===== config.mk =====
export PLATFORM = sky130hd
export DESIGN_NAME = crc32_stream_flat
export DESIGN_NICKNAME = d
export VERILOG_FILES = /design/src/rtl/crc32_stream_if.sv /design/src/rtl/crc32_stream.sv /design/src/flat_wrapper.sv
export SDC_FILE = /design/constraint.sdc
export NUM_CORES = 1
export LEC_CHECK = 0
export BUFFER_PORTS_ARGS = -buffer_cell sky130_fd_sc_hd__buf_4
export CAP_MARGIN = 10
export CORE_AREA = 2 2 138 140
export DETAILED_ROUTE_END_ITERATION = 16
export DIE_AREA = 0 0 140 142
export GPL_TIMING_DRIVEN = 0
export PLACE_DENSITY = 0.71
export SYNTH_ARGS = -nofsm -noshare
export SYNTH_HDL_FRONTEND = slang
export SYNTH_SLANG_ARGS = --single-unit

===== constraint.sdc =====
create_clock -name clk -period 5.49 [get_ports clk]
set_input_delay 0.549 -clock clk [delete_from_list [all_inputs] [get_ports clk]]
set_output_delay 0.549 -clock clk [all_outputs]
set_load 0.01 [all_outputs]

===== src/rtl/crc32_stream_if.sv =====
// Beat-stream and result-handshake bundle for crc32_stream.
// master = frame source / result consumer, slave = CRC engine.
interface crc32_stream_if #(
  parameter int DATA_BYTES = 4,
  parameter int CNT_W      = 16
);
  logic                    s_valid;
  logic                    s_ready;
  logic [8*DATA_BYTES-1:0] s_data;
  logic [DATA_BYTES-1:0]   s_keep;
  logic                    s_last;
  logic                    crc_valid;
  logic                    crc_ack;
  logic [31:0]             crc_out;
  logic [CNT_W-1:0]        byte_cnt;
  logic                    crc_ok;

  modport master (
    output s_valid, s_data, s_keep, s_last, crc_ack,
    input  s_ready, crc_valid, crc_out, byte_cnt, crc_ok
  );

  modport slave (
    input  s_valid, s_data, s_keep, s_last, crc_ack,
    output s_ready, crc_valid, crc_out, byte_cnt, crc_ok
  );
endinterface


===== src/rtl/crc32_stream.sv =====
// Ethernet CRC-32 engine, DATA_BYTES bytes per clock, holds FCS until acknowledged.
// Optional residue check (crc_ok) is built when CRC32_STREAM_CHECK_EN is defined.
module crc32_stream #(
  parameter int          DATA_BYTES = 4,
  parameter logic [31:0] CRC_POLY   = 32'h04C11DB7,
  parameter logic [31:0] CRC_INIT   = 32'hFFFFFFFF,
  parameter logic [31:0] XOR_OUT    = 32'hFFFFFFFF,
  parameter int          CNT_W      = 16
) (
  input  logic                 clk,
  input  logic                 rst_n,
  input  logic                 clr,
  crc32_stream_if.slave        bus
);

  localparam int NW = $clog2(DATA_BYTES + 1);

  typedef enum logic [1:0] {IDLE, RUN, DONE} state_t;

  state_t           state;
  logic [31:0]      crc_q;
  logic [31:0]      crc_next;
  logic [31:0]      crc_fcs;
  logic [CNT_W-1:0] cnt_q;
  logic [CNT_W-1:0] cnt_next;
  logic [CNT_W:0]   cnt_sum;
  logic [NW-1:0]    n_proc;
  logic             s_ready_q;
  logic             crc_valid_q;
  logic [31:0]      crc_out_q;
  logic             beat_acc;
  logic             last_acc;
  logic             ack_take;

  // Register is kept in normal (non-reflected) form; input bits enter LSB first.
  function automatic logic [31:0] crc_byte(input logic [31:0] c, input logic [7:0] b);
    logic [31:0] r;
    r = c;
    for (int i = 0; i < 8; i++) begin
      if (r[31] ^ b[i]) r = {r[30:0], 1'b0} ^ CRC_POLY;
      else              r = {r[30:0], 1'b0};
    end
    return r;
  endfunction

  function automatic logic [31:0] reflect32(input logic [31:0] v);
    logic [31:0] r;
    for (int i = 0; i < 32; i++) r[i] = v[31-i];
    return r;
  endfunction

  assign beat_acc = bus.s_valid & s_ready_q;
  assign last_acc = beat_acc & bus.s_last;
  assign ack_take = crc_valid_q & bus.crc_ack;

  // Bytes to process this beat: all of them, or the contiguous keep prefix on the last beat.
  always_comb begin
    logic run;
    // NOTE: every variable assigned in always_comb gets a default first, so no latch is inferred.
    n_proc = '0;
    run    = 1'b1;
    for (int k = 0; k < DATA_BYTES; k++) begin
      if (run && (!bus.s_last || bus.s_keep[k])) n_proc = n_proc + NW'(1);
      else                                       run    = 1'b0;
    end
  end

  always_comb begin
    crc_next = crc_q;
    for (int k = 0; k < DATA_BYTES; k++) begin
      if (k < int'(n_proc)) crc_next = crc_byte(crc_next, bus.s_data[8*k +: 8]);
    end
  end

  assign crc_fcs  = reflect32(crc_next) ^ XOR_OUT;
  assign cnt_sum  = {1'b0, cnt_q} + (CNT_W+1)'(n_proc);
  assign cnt_next = cnt_sum[CNT_W] ? '1 : cnt_sum[CNT_W-1:0];

  // NOTE: sequential state uses non-blocking assignments so every flop samples pre-edge values.
  always_ff @(posedge clk or negedge rst_n) begin
    if (!rst_n) begin
      state       <= IDLE;
      crc_q       <= CRC_INIT;
      cnt_q       <= '0;
      s_ready_q   <= 1'b0;
      crc_valid_q <= 1'b0;
      crc_out_q   <= '0;
    end else if (clr) begin
      state       <= RUN;
      crc_q       <= CRC_INIT;
      cnt_q       <= '0;
      s_ready_q   <= 1'b1;
      crc_valid_q <= 1'b0;
    end else begin
      case (state)
        IDLE: begin
          state     <= RUN;
          s_ready_q <= 1'b1;
        end
        RUN: begin
          if (beat_acc) begin
            crc_q <= crc_next;
            cnt_q <= cnt_next;
            if (bus.s_last) begin
              state       <= DONE;
              s_ready_q   <= 1'b0;
              crc_valid_q <= 1'b1;
              crc_out_q   <= crc_fcs;
            end
          end
        end
        DONE: begin
          if (ack_take) begin
            state       <= RUN;
            crc_q       <= CRC_INIT;
            cnt_q       <= '0;
            s_ready_q   <= 1'b1;
            crc_valid_q <= 1'b0;
          end
        end
        default: state <= IDLE;
      endcase
    end
  end

  assign bus.s_ready   = s_ready_q;
  assign bus.crc_valid = crc_valid_q;
  assign bus.crc_out   = crc_out_q;
  assign bus.byte_cnt  = cnt_q;

`ifdef CRC32_STREAM_CHECK_EN
  // A frame carrying its own FCS leaves this fixed value as its final CRC.
  localparam logic [31:0] RESIDUE = 32'h2144DF1C;

  logic crc_ok_q;

  always_ff @(posedge clk or negedge rst_n) begin
    if (!rst_n)                       crc_ok_q <= 1'b0;
    else if (clr)                     crc_ok_q <= 1'b0;
    else if (state == RUN && last_acc) crc_ok_q <= (crc_fcs == RESIDUE);
    else if (ack_take)                crc_ok_q <= 1'b0;
  end

  assign bus.crc_ok = crc_ok_q;
`else
  assign bus.crc_ok = 1'b0;
`endif

endmodule


===== src/flat_wrapper.sv =====
// flat-port wrapper written by rule: the top's interface ports become plain ports
module crc32_stream_flat 
#(
  parameter int          DATA_BYTES = 4,
  parameter logic [31:0] CRC_POLY   = 32'h04C11DB7,
  parameter logic [31:0] CRC_INIT   = 32'hFFFFFFFF,
  parameter logic [31:0] XOR_OUT    = 32'hFFFFFFFF,
  parameter int          CNT_W      = 16
)
  (clk, rst_n, clr, bus_s_valid, bus_s_data, bus_s_keep, bus_s_last, bus_crc_ack, bus_s_ready, bus_crc_valid, bus_crc_out, bus_byte_cnt, bus_crc_ok);
  crc32_stream_if #(.DATA_BYTES(DATA_BYTES), .CNT_W(CNT_W)) bus_i ();
  input  logic clk;
  input  logic rst_n;
  input  logic clr;
  input wire logic [$bits(bus_i.s_valid)-1:0] bus_s_valid;
  input wire logic [$bits(bus_i.s_data)-1:0] bus_s_data;
  input wire logic [$bits(bus_i.s_keep)-1:0] bus_s_keep;
  input wire logic [$bits(bus_i.s_last)-1:0] bus_s_last;
  input wire logic [$bits(bus_i.crc_ack)-1:0] bus_crc_ack;
  output wire logic [$bits(bus_i.s_ready)-1:0] bus_s_ready;
  output wire logic [$bits(bus_i.crc_valid)-1:0] bus_crc_valid;
  output wire logic [$bits(bus_i.crc_out)-1:0] bus_crc_out;
  output wire logic [$bits(bus_i.byte_cnt)-1:0] bus_byte_cnt;
  output wire logic [$bits(bus_i.crc_ok)-1:0] bus_crc_ok;
  assign bus_i.s_valid = bus_s_valid;
  assign bus_i.s_data = bus_s_data;
  assign bus_i.s_keep = bus_s_keep;
  assign bus_i.s_last = bus_s_last;
  assign bus_i.crc_ack = bus_crc_ack;
  assign bus_s_ready = bus_i.s_ready;
  assign bus_crc_valid = bus_i.crc_valid;
  assign bus_crc_out = bus_i.crc_out;
  assign bus_byte_cnt = bus_i.byte_cnt;
  assign bus_crc_ok = bus_i.crc_ok;
  crc32_stream #(.DATA_BYTES(DATA_BYTES), .CRC_POLY(CRC_POLY), .CRC_INIT(CRC_INIT), .XOR_OUT(XOR_OUT), .CNT_W(CNT_W)) u_core (.clk(clk), .rst_n(rst_n), .clr(clr), .bus(bus_i));
endmodule

==> metrics.md <==
| Metric | Value |
|---|---|
| Seq cells post-synth | between 80 and 90 |
| Post-route fraction of the period consumed by the critical path | between 90% and 100% |
| Pin count of the biggest net entering global routing | between 80 and 90 |
| Worst Reg2Reg Path Length in Cells | 17 |
| Overall overflow remaining after global route | 0 |
| Average via count per standard cell | 5.81 |
| Max Slew Vio Count | 0 |
| Row count | 50 |
| # clock sinks | 84 |
| Fraction of final layout cells with drive strength greater than 1 | a little under a third |
| Crit-path slowest cell | dfstp_2 |
| Tightest Pin Transition | 1040 ps |
| Chip width | roughly 140 um |
| Number of vias after detailed routing | 7,689 |
| Clock-pin transition on the worst setup and hold timing paths | ~70 ps |
| Relative slew slack | between 30% and 40% |
| Type of the tightest min-delay check | in -> async |
| Total Routed Length | 29,200 um |
| Sum Neg Setup Slack | 0 ps |
| Detailed-route wire length per cell | ~22 um |
| Kind of start point of the critical path | flop |
| Number of buffers and inverters on the critical path | 2 |
| Post-synth design cell area | just over 0.009 mm2 |
| Hold WS | around 380 ps |
| Flip-flop cell with the highest count after synthesis | dfrtp_1 |
| Violated checks | design-rule violations |
| Proportion of synthesized area in mux cells | 8.42% |
| Number of iterations in the first detailed-routing pass | 13 |
| Final Non-Filler Cells | 1,323 |
| Metal2 WL | around 14,000 um |
| Post-DRT Antenna Nets | 0 |
| Time the final worst path needs with I/O delays and setup | ~5400 ps |
| Largest driver fanout on the critical path | 6 |
| Area growth from synthesis to layout | 25.7% |
| Synthesis Warnings | 0 |
| Total I/O pin count | 93 |
| Fin nets | ~1,100 |
| Routability cong. | between 0.9 and 1 |
| Number of instances in the synthesized netlist | 926 |
| Combinational family with the most area after synthesis | XOR/XNOR gates |
| Worst-skew pair later-pin latency | around 340 ps |
| Fraction of the mapped netlist area in adder cells | less than 1% |
| Most common library cell in the layout ignoring fill and taps | buf_4 |
| Status | finished with violations |
| Number of synthesized flops with an enable pin | 0 |
| Kind of end point of the critical path | flop |
| Number of DRC markers in iteration 0 | between 700 and 800 |
| Die Area | between 0.015 and 0.02 mm2 |
| Critical path depth in cells | 17 |
| F_max | approximately 0.18 GHz |
| Total DRC errors in the routed layout | 3 |
| Simple-gate share of the synthesized area | between 10 and 15% |
| Number of inserted diodes | 0 |
| Root cell of the clock tree | clkbuf_16 |
| Post-synthesis compound-gate area fraction | between 10% and 20% |
| Final hold vios | 0 |
| Number of instances in the placed design | 1,249 |
| Maximum count of clock buffers along a single path | 2 |
| Sequential-to-total area share from yosys stat | about a quarter |
| Count of H-tree levels built during CTS | 3 |
| Global router's overall resource usage | ~29% |
| Netlist cell types | between 70 and 80 |
| Cts bufs inserted | 9 |
| Worst Path Arrival | approximately 5700 ps |
| Critical Path, Cell by Cell | xor2_4, xnor3_1, mux2i_4, buf_12, xnor2_4, xnor3_2, xor2_1, a21oi_2, buf_4, xor2_4, xnor3_1, a21oi_4, xnor3_2, xnor2_1, nand2_1, o21ai_0, mux2_2 |
| Starting density of the core | between 40% and 50% |
| Final WS setup | between 40 and 50 ps |
| Place WS | -1650 ps |
| Average size of a mapped cell | just under 10 um2 |
| First-pass GRT wire length | about 43,000 um |
| Core box area | 0.0185 mm2 |
| Met3 wire length | 1940 um |
| Max-cap viol count | 0 |
| Leading cell types in the layout, fill and taps excluded | 146 x buf_4, 122 x xnor2_1, 82 x nor2_1 |
| Fraction of registers with async set/reset | between 90% and 100% |
| Number of fillers in the final layout | about 1,600 |
| Top routing layer in use | met4 |
| Vias in the first global route | about 7,400 |
| Met1 Routed Length | roughly 13,000 um |
| Die Y | between 100 and 150 um |
| Antenna violations before repair | 0 |
| # port buffers | slightly below 90 |
| CP Data Required Time | roughly 5700 ps |
| Gate family responsible for the most delay along the worst path | XOR/XNOR gates |
| Worst clock skew | slightly below 10 ps |
| Number of nets produced by synthesis | around 970 |
| Synth Area in XOR/XNOR | between 30 and 40% |
| Crit path kind | reg -> reg |
| Number of failing setup endpoints in the final timing report | 0 |
| Largest stage delay on the critical path | 680 ps |
| CTS tree | built |
| Total half-perimeter wirelength after legalization and detailed placement | between 20,000 and 25,000 um |
worst paths after layout:
| check | startpoint | end | slack (ps) |
|---|---|---|---|
| max | u_core.crc_q[31] | u_core.bus.crc_out[3] | 40 |
| min | rst_n | u_core.bus.crc_out[29] | 380 |
| max reg2reg | u_core.crc_q[31] | u_core.bus.crc_out[3] | 40 |
| min reg2reg | u_core.bus.crc_out[1] | u_core.bus.crc_out[1] | 490 |
| max in group asynchronous | rst_n | u_core.bus.crc_out[15] | 4430 |
| min in group clk | u_core.bus.crc_out[1] | u_core.bus.crc_out[1] | 490 |
area by class of cell:
type	instances	area (um2)	share of cell area, %
Inverter	15	58.8	0.515
Timing Repair Buffer	152	1210	10.6
Clock inverter	7	80.1	0.701
Buffer	47	215	1.88
Clock buffer	9	225	1.97
Multi-Input combinational cell	775	7200	63.0
Tap cell	234	293	2.56
Sequential cell	84	2140	18.7
flip-flops by register name (all words and copies together) (netlist names):
register and count:
u_core.crc_q 32, u_core.bus.crc_out 32, u_core.bus.byte_cnt 16, u_core.bus.s_ready 1
u_core.state 2, u_core.bus.crc_valid 1
cells in the mapped netlist, types with 4 or more instances:
cell,count,share of area [%]
o21ai_0,52,2.9
xor2_1,55,5.3
nand4_1,6,0.41
o31ai_1,4,0.33
mux2_2,22,2.7
nor2_1,82,3.4
and3_1,12,0.83
mux2i_1,40,4.4
a22o_1,11,1.1
buf_1,7,0.29
and2_1,7,0.48
or3_1,5,0.34
nand3_1,8,0.44
ha_1,4,0.55
a211oi_1,5,0.41
a31oi_1,7,0.48
clkbuf_1,43,1.8
dfstp_2,32,9.2
a21o_1,6,0.50
dfrtp_1,52,14
xnor2_2,9,1.6
inv_1,14,0.58
xnor2_4,6,1.8
o22a_1,6,0.58
xnor2_1,132,13
mux2i_4,4,0.99
xnor3_1,48,12
a21oi_1,72,4.0
nor2b_1,6,0.41
nand2_1,70,2.9
nor3_1,10,0.55
xor3_1,12,3.1
o22ai_1,6,0.41
stage by stage:
| stage | util (%) | cell area (um2) |
|---|---|---|
| floorplan | - | 9100 |
| global placement | 54.5 | 10100 |
| detailed placement | 54.5 | 10100 |
| CTS | 59.9 | 11100 |
| global route | 61.9 | 11400 |
| finish | 61.9 | 11400 |
metal layers:
layer,global-route usage (%),up-vias
li1,-,3536
met1,40.0,3786
met2,46.6,306
met3,3.63,61
met4,11.0,0
met5,0,-
cells by family (layout without fill, tap and decap cells):
group / count (synthesis) / in the layout
DFF: 84 / 84
other: 1 / 1
buffers and inverters: 67 / 230
xor gates and xnor gates: 271 / 271
AOI/OAI and AO/OA: 200 / 200
and+or+nand+nor: 230 / 230
adders and majority gates: 5 / 5
muxes: 68 / 68
repair_timing:
action,in CTS,in global routing
hold endpoints to repair,0,0
pin swaps,35,13
hold buffers,0,0
gates resized for setup,76,38
endpoints found under the setup margin,80,51
setup buffers,42,21
Power is not shown: default switching activity piles up to over one toggle a cycle in this logic, so the estimate is an artifact.
